<file path="src/rtl/alu_rom_sequencer.sv">
// ROM-driven program sequencer: fetches, latches and executes instructions on an internal ALU.
// Build option: define ALU_SAT_EN to saturate ADD/SUB/INC/DEC on signed overflow (default wraps).
module alu_rom_sequencer #(
  parameter int DATA_W = 8,
  parameter int OP_W   = 4,
  parameter int ADDR_W = 8
) (
  input  logic                     clk,
  input  logic                     rst_n,
  input  logic                     start,
  input  logic                     step_mode,
  input  logic                     step,
  input  logic                     abort,
  input  logic [ADDR_W-1:0]        start_addr,
  input  logic [ADDR_W-1:0]        end_addr,
  output logic [ADDR_W-1:0]        rom_addr,
  input  logic [2*DATA_W+OP_W-1:0] rom_data,
  output logic [DATA_W-1:0]        op_a,
  output logic [DATA_W-1:0]        op_b,
  output logic [OP_W-1:0]          opcode,
  output logic [DATA_W-1:0]        result,
  output logic [3:0]               flags,
  output logic                     result_valid,
  output logic                     busy,
  output logic                     done
);

  localparam int ROM_W = 2*DATA_W + OP_W;
  localparam int M     = DATA_W - 1;

  // Handshake: start/step/abort are single-cycle pulses with no ready; start is only
  // honoured in IDLE, step only in PAUSE, abort in any non-IDLE state (abort beats step).
  typedef enum logic [2:0] {IDLE, FETCH, LATCH, EXEC, PAUSE} state_t;

  state_t              state;
  logic [ADDR_W-1:0]   pc;

  logic [DATA_W:0]     sum;
  logic [DATA_W-1:0]   alu_r;
  logic                alu_c;
  logic                alu_v;
  logic [3:0]          alu_flags;

  always_comb begin
    sum   = '0;
    alu_r = '0;
    alu_c = 1'b0;
    alu_v = 1'b0;
    case (opcode)
      OP_W'(0): begin
        sum   = {1'b0, op_a} + {1'b0, op_b};
        alu_r = sum[M:0];
        alu_c = sum[DATA_W];
        alu_v = (op_a[M] == op_b[M]) && (alu_r[M] != op_a[M]);
      end
      OP_W'(1): begin
        sum   = {1'b0, op_a} - {1'b0, op_b};
        alu_r = sum[M:0];
        alu_c = sum[DATA_W];
        alu_v = (op_a[M] != op_b[M]) && (alu_r[M] != op_a[M]);
      end
      OP_W'(2):  alu_r = op_a & op_b;
      OP_W'(3):  alu_r = op_a | op_b;
      OP_W'(4):  alu_r = op_a ^ op_b;
      OP_W'(5):  alu_r = ~op_a;
      OP_W'(6): begin
        alu_r = {op_a[M-1:0], 1'b0};
        alu_c = op_a[M];
      end
      OP_W'(7): begin
        alu_r = {1'b0, op_a[M:1]};
        alu_c = op_a[0];
      end
      OP_W'(8):  alu_r = op_a;
      OP_W'(9):  alu_r = op_b;
      OP_W'(10): begin
        sum   = {1'b0, op_a} + (DATA_W+1)'(1);
        alu_r = sum[M:0];
        alu_c = sum[DATA_W];
        alu_v = !op_a[M] && alu_r[M];
      end
      OP_W'(11): begin
        sum   = {1'b0, op_a} - (DATA_W+1)'(1);
        alu_r = sum[M:0];
        alu_c = sum[DATA_W];
        alu_v = op_a[M] && !alu_r[M];
      end
      default: alu_r = '0;
    endcase
`ifdef ALU_SAT_EN
    // Only arithmetic ops can set V; the sign of A tells which rail was crossed.
    if (alu_v)
      alu_r = op_a[M] ? {1'b1, {M{1'b0}}} : {1'b0, {M{1'b1}}};
`endif
    alu_flags = {alu_v, alu_c, alu_r[M], (alu_r == '0)};
  end

  assign busy = (state != IDLE);

  // rom_addr is loaded on entry to FETCH so the ROM word is ready for LATCH.
  always_ff @(posedge clk) begin
    if (!rst_n) begin
      state        <= IDLE;
      pc           <= '0;
      rom_addr     <= '0;
      op_a         <= '0;
      op_b         <= '0;
      opcode       <= '0;
      result       <= '0;
      flags        <= '0;
      result_valid <= 1'b0;
      done         <= 1'b0;
    end else begin
      result_valid <= 1'b0;
      done         <= 1'b0;
      case (state)
        IDLE: begin
          if (start) begin
            pc       <= start_addr;
            rom_addr <= start_addr;
            state    <= FETCH;
          end
        end
        FETCH: begin
          if (abort) state <= IDLE;
          else begin
            rom_addr <= pc;
            state    <= LATCH;
          end
        end
        LATCH: begin
          if (abort) state <= IDLE;
          else begin
            op_a   <= rom_data[ROM_W-1 -: DATA_W];
            op_b   <= rom_data[ROM_W-DATA_W-1 -: DATA_W];
            opcode <= rom_data[OP_W-1:0];
            state  <= EXEC;
          end
        end
        EXEC: begin
          result       <= alu_r;
          flags        <= alu_flags;
          result_valid <= 1'b1;
          if (abort) state <= IDLE;
          else if (pc == end_addr) begin
            done  <= 1'b1;
            state <= IDLE;
          end else begin
            pc <= pc + 1'b1;
            if (step_mode) state <= PAUSE;
            else begin
              rom_addr <= pc + 1'b1;
              state    <= FETCH;
            end
          end
        end
        PAUSE: begin
          if (abort) state <= IDLE;
          else if (step) begin
            rom_addr <= pc;
            state    <= FETCH;
          end
        end
        default: state <= IDLE;
      endcase
    end
  end

endmodule

</file>
<file path="config.mk">
export PLATFORM = sky130hd
export DESIGN_NAME = alu_rom_sequencer
export DESIGN_NICKNAME = d
export VERILOG_FILES = /design/src/rtl/alu_rom_sequencer.sv
export SDC_FILE = /design/constraint.sdc
export NUM_CORES = 1
export LEC_CHECK = 0
export ABC_AREA = 1
export BUFFER_PORTS_ARGS = -buffer_cell sky130_fd_sc_hd__buf_2
export CORE_AREA = 10 10 102 172
export DETAILED_ROUTE_END_ITERATION = 6
export DIE_AREA = 0 0 112 182
export PLACE_DENSITY = 0.53
export RECOVER_POWER = 25
export REMOVE_ABC_BUFFERS = 1
export SETUP_SLACK_MARGIN = 0.1
export SKIP_CTS_REPAIR_TIMING = 1
export SLEW_MARGIN = 20
export SYNTH_ARGS = -nofsm -noshare
export SYNTH_HDL_FRONTEND = slang
export SYNTH_SLANG_ARGS = --single-unit
</file>
<file path="constraint.sdc">
create_clock -name clk -period 2.48 [get_ports clk]
set_input_delay 0.62 -clock clk [delete_from_list [all_inputs] [get_ports clk]]
set_output_delay 0.62 -clock clk [all_outputs]
set_load 0.01 [all_outputs]
</file>
==> summary.txt <==
Status
  • Status: finished clean

Timing
  • Max Freq: about 450 MHz
  • Worst Max-Slew Pin Slew: between 0.6 and 0.7 ns
  • Crit path time final: 2.219 ns
  • Setup TNS: 0 ns
  • RSZ-0062 raised after global routing: false
  • Slew margin rel.: a little under three fifths
  • Worst Skew: between 0.015 and 0.02 ns
  • Period utilisation layout: roughly nine tenths
  • Setup WS post-layout: ~0.26 ns
  • Final hold vios: 0
  • Final Slew Violations: 0
  • Final setup fails: 0

Detailed routing
  • DRT antenna net count: 0
  • Initial DRC Count: roughly 270
  • Drt first pass iters: 5
  • Total Routed Length: around 17,000 um
  • Vias/cell: a little under 5
  • WL/cell: about 17 um
  • Residual DRC count: 0
  • Vias: slightly below 5k

Worst setup path
  • Worst R2R Path Depth: 12
  • Critical path fanouts, max: 7
  • Worst R2R Start: op_a[0]
  • Data arrival, critical path: approximately 2.5 ns
  • Kind of end point of the critical path: register
  • Flop-to-flop setup slack: approximately 0.26 ns
  • Critical path class: reg2reg
  • Required time at the worst-slack endpoint: ~2.7 ns
  • Startpoint type of the worst setup path: register
  • RR Endpoint: flags[0]

Synthesis
  • Largest family of logic cells by synthesized area: simple AND/OR/NAND/NOR gates
  • Count of warnings emitted by yosys: 0
  • Asr flop ratio synth: 0%
  • Synth Area in XOR/XNOR: under 10%
  • FF+latch count, synth: between 50 and 60
  • Post-synth top cells: nand2_1, nor2_1, inv_1
  • Leading area contributor after synthesis: dfxtp_1
  • Part of the Yosys area used for sequential elements: approximately a quarter
  • Synth Area in Adders: 9.657%
  • Netlist cell types: 35
  • Synth Area per Inst: 5.999 um^2
  • Syn Inst Count: a little over 700
  • Most frequent cell after synthesis: nand2_1
  • Mapped Area: ~4300 um^2
  • Main synth FF type: dfxtp_1
  • Largest cells by area after synthesis: dfxtp_1, nand2_1, nand3_1
  • Synth Area in Simple Gates: approximately 39%
  • Mux share of post-synthesis cell area: 0%
  • Post-synth EDFFs: 0
  • Top cell type's share of synthesized area: between 20 and 25%
  • Complex-gate fraction of the synthesized area: between 10% and 20%

Place
  • Input/output buffers: 84
  • Routability cong.: 0.9359
  • Area after DPL: ~5000 um^2
  • Post-Place Setup Slack: 0.2027 ns
  • Placed wire-length estimate: ~14,000 um

Clock network
  • Worst-Skew Late Latency: about 0.31 ns
  • Root Driver: clkbuf_16
  • Sink Count: 52
  • Total CTS buffers: 5
  • TritonCTS clock tree: yes
  • H-tree depth: 2
  • Clock transition at path regs: about 0.09 ns
  • Clock tree buffer depth: 2

Power
  • Power Density: 433.3 nW/um^2
  • Peak VDD IR: 0.2429 mV
  • Cell leakage power: around 2.6 nW

Min path
  • HP Start: rom_addr[0]
  • Cells on Worst Hold Path: 2
  • Worst Hold End: rom_addr[0]
  • Min-Delay Path Class: reg2reg

Cells and area
  • Design area: 5214 um^2
  • Synth-to-layout area growth: 21.20%
  • Fraction of layout cells with a size suffix above 1: ~14%
  • Fin util: 35.49%
  • N_diodes: 0
  • Nets: just under 900

Global route
  • Total grt overflow: 0
  • First-pass GRT wire length: around 26,000 um
  • Antenna violations before repair: 0
  • Vias in the first global route: between 5k and 6k
  • Largest net degree at the start of global routing: 42
  • Total GRT Usage: between 10% and 20%

Floorplan
  • Standard-cell rows: between 50 and 60
  • Die Ht: roughly 180 um
  • Core ar.: around 15,000 um^2
  • Die X: around 110 um
  • Number of top-level pins: 85
  • Die area: a little over 20,000 um^2
  • Initial Util: roughly 29%

Run
  • Max-cap violation count: 0
state kept, by name, summed over array words and instances (netlist names):
name,cells
state,3
rom_addr,8
op_b,8
op_a,8
pc,8
done,1
result,7
result_valid,1
opcode,4
flags,4
how the worst max path moves through the flow:
stage | start | to | slack (ns) | cells after the start
5_1_grt | op_a[0] | flags[0] | 0.11 | 14
6_report | op_a[0] | flags[0] | 0.26 | 12
2_1_floorplan | op_a[4] | flags[0] | 0.31 | 12
3_3_place_gp | op_a[0] | flags[0] | 0.24 | 14
4_1_cts | op_a[0] | flags[0] | 0.18 | 14
3_5_place_dp | op_a[0] | flags[0] | 0.20 | 14
cell type report:
type                            count  area [um^2]
Tap cell                          183        229.0
Sequential cell                    52         1042
Timing Repair Buffer              115        625.6
Fill cell                        1654         9477
Inverter                           86        322.8
Clock inverter                      3        23.77
Multi-Input combinational cell    556         2845
Clock buffer                        5        125.1
layer usage:
metal | wire length, um | vias up | part of all wire, % | track usage [%]
met4 | 846 | 0 | 5.0 | 8.716
li1 | - | 2530 | - | -
met3 | 630 | 48 | 3.7 | 2.838
met1 | 5987 | 2212 | 35 | 14.83
met5 | 0 | - | 0 | 0
met2 | 9415 | 118 | 56 | 31.96
power breakdown:
| part | switching, mW | internal (mW) | total, mW |
|---|---|---|---|
| Sequential | 0.0488 | 0.886 | 0.935 |
| Combinational | 0.367 | 0.210 | 0.578 |
| Clock | 0.369 | 0.378 | 0.746 |
metrics by stage:
stage                     hold slack (ns)  total power, mW  cells
final                              0.4647            2.259   1000
after global routing               0.4794            2.399   1000
after CTS                          0.4624            2.288   1000
after detailed placement           0.4519            1.537    992
after global placement             0.4470            1.536    992
after floorplan                    0.4856            1.306    694
kinds of logic (layout without fill, tap and decap cells):
group,Yosys count,count (layout)
xor gates and xnor gates,9,9
AOI/OAI and AO/OA,120,120
buffers and inverters,109,209
adders and majority gates,32,32
and+or+nand+nor,395,395
DFF,52,52
placed cells by master, fill, tap and decap left out, types with 3 or more instances in the layout:
cell / netlist / routed
nor2_1: 93 / 92
o211ai_1: 4 / 4
o221ai_1: 5 / 5
nand2_1: 187 / 188
ha_1: 30 / 28
nand4_1: 16 / 16
buf_4: 1 / 31
nand3_1: 80 / 80
dfxtp_1: 52 / 51
o21ai_0: 50 / 50
inv_2: 5 / 5
clkbuf_1: 13 / 22
nand3b_1: 3 / 3
buf_2: 9 / 62
clkbuf_16: 0 / 5
a21oi_1: 53 / 52
nor3_1: 7 / 7
inv_1: 81 / 81
xnor2_1: 8 / 8
worst max-delay path, cell delays in order, from the launching register on:
cell and delay [ns]:
dfxtp_2 0.40, inv_2 0.05, ha_1 0.22, fa_1 0.42
inv_1 0.13, nand4_1 0.19, nand3_1 0.14, nand2_1 0.06
nand3_1 0.07, nand3_1 0.11, nor2_1 0.17, nand3_1 0.08
a21oi_1 0.12
Power figures use the tool's default switching activity.
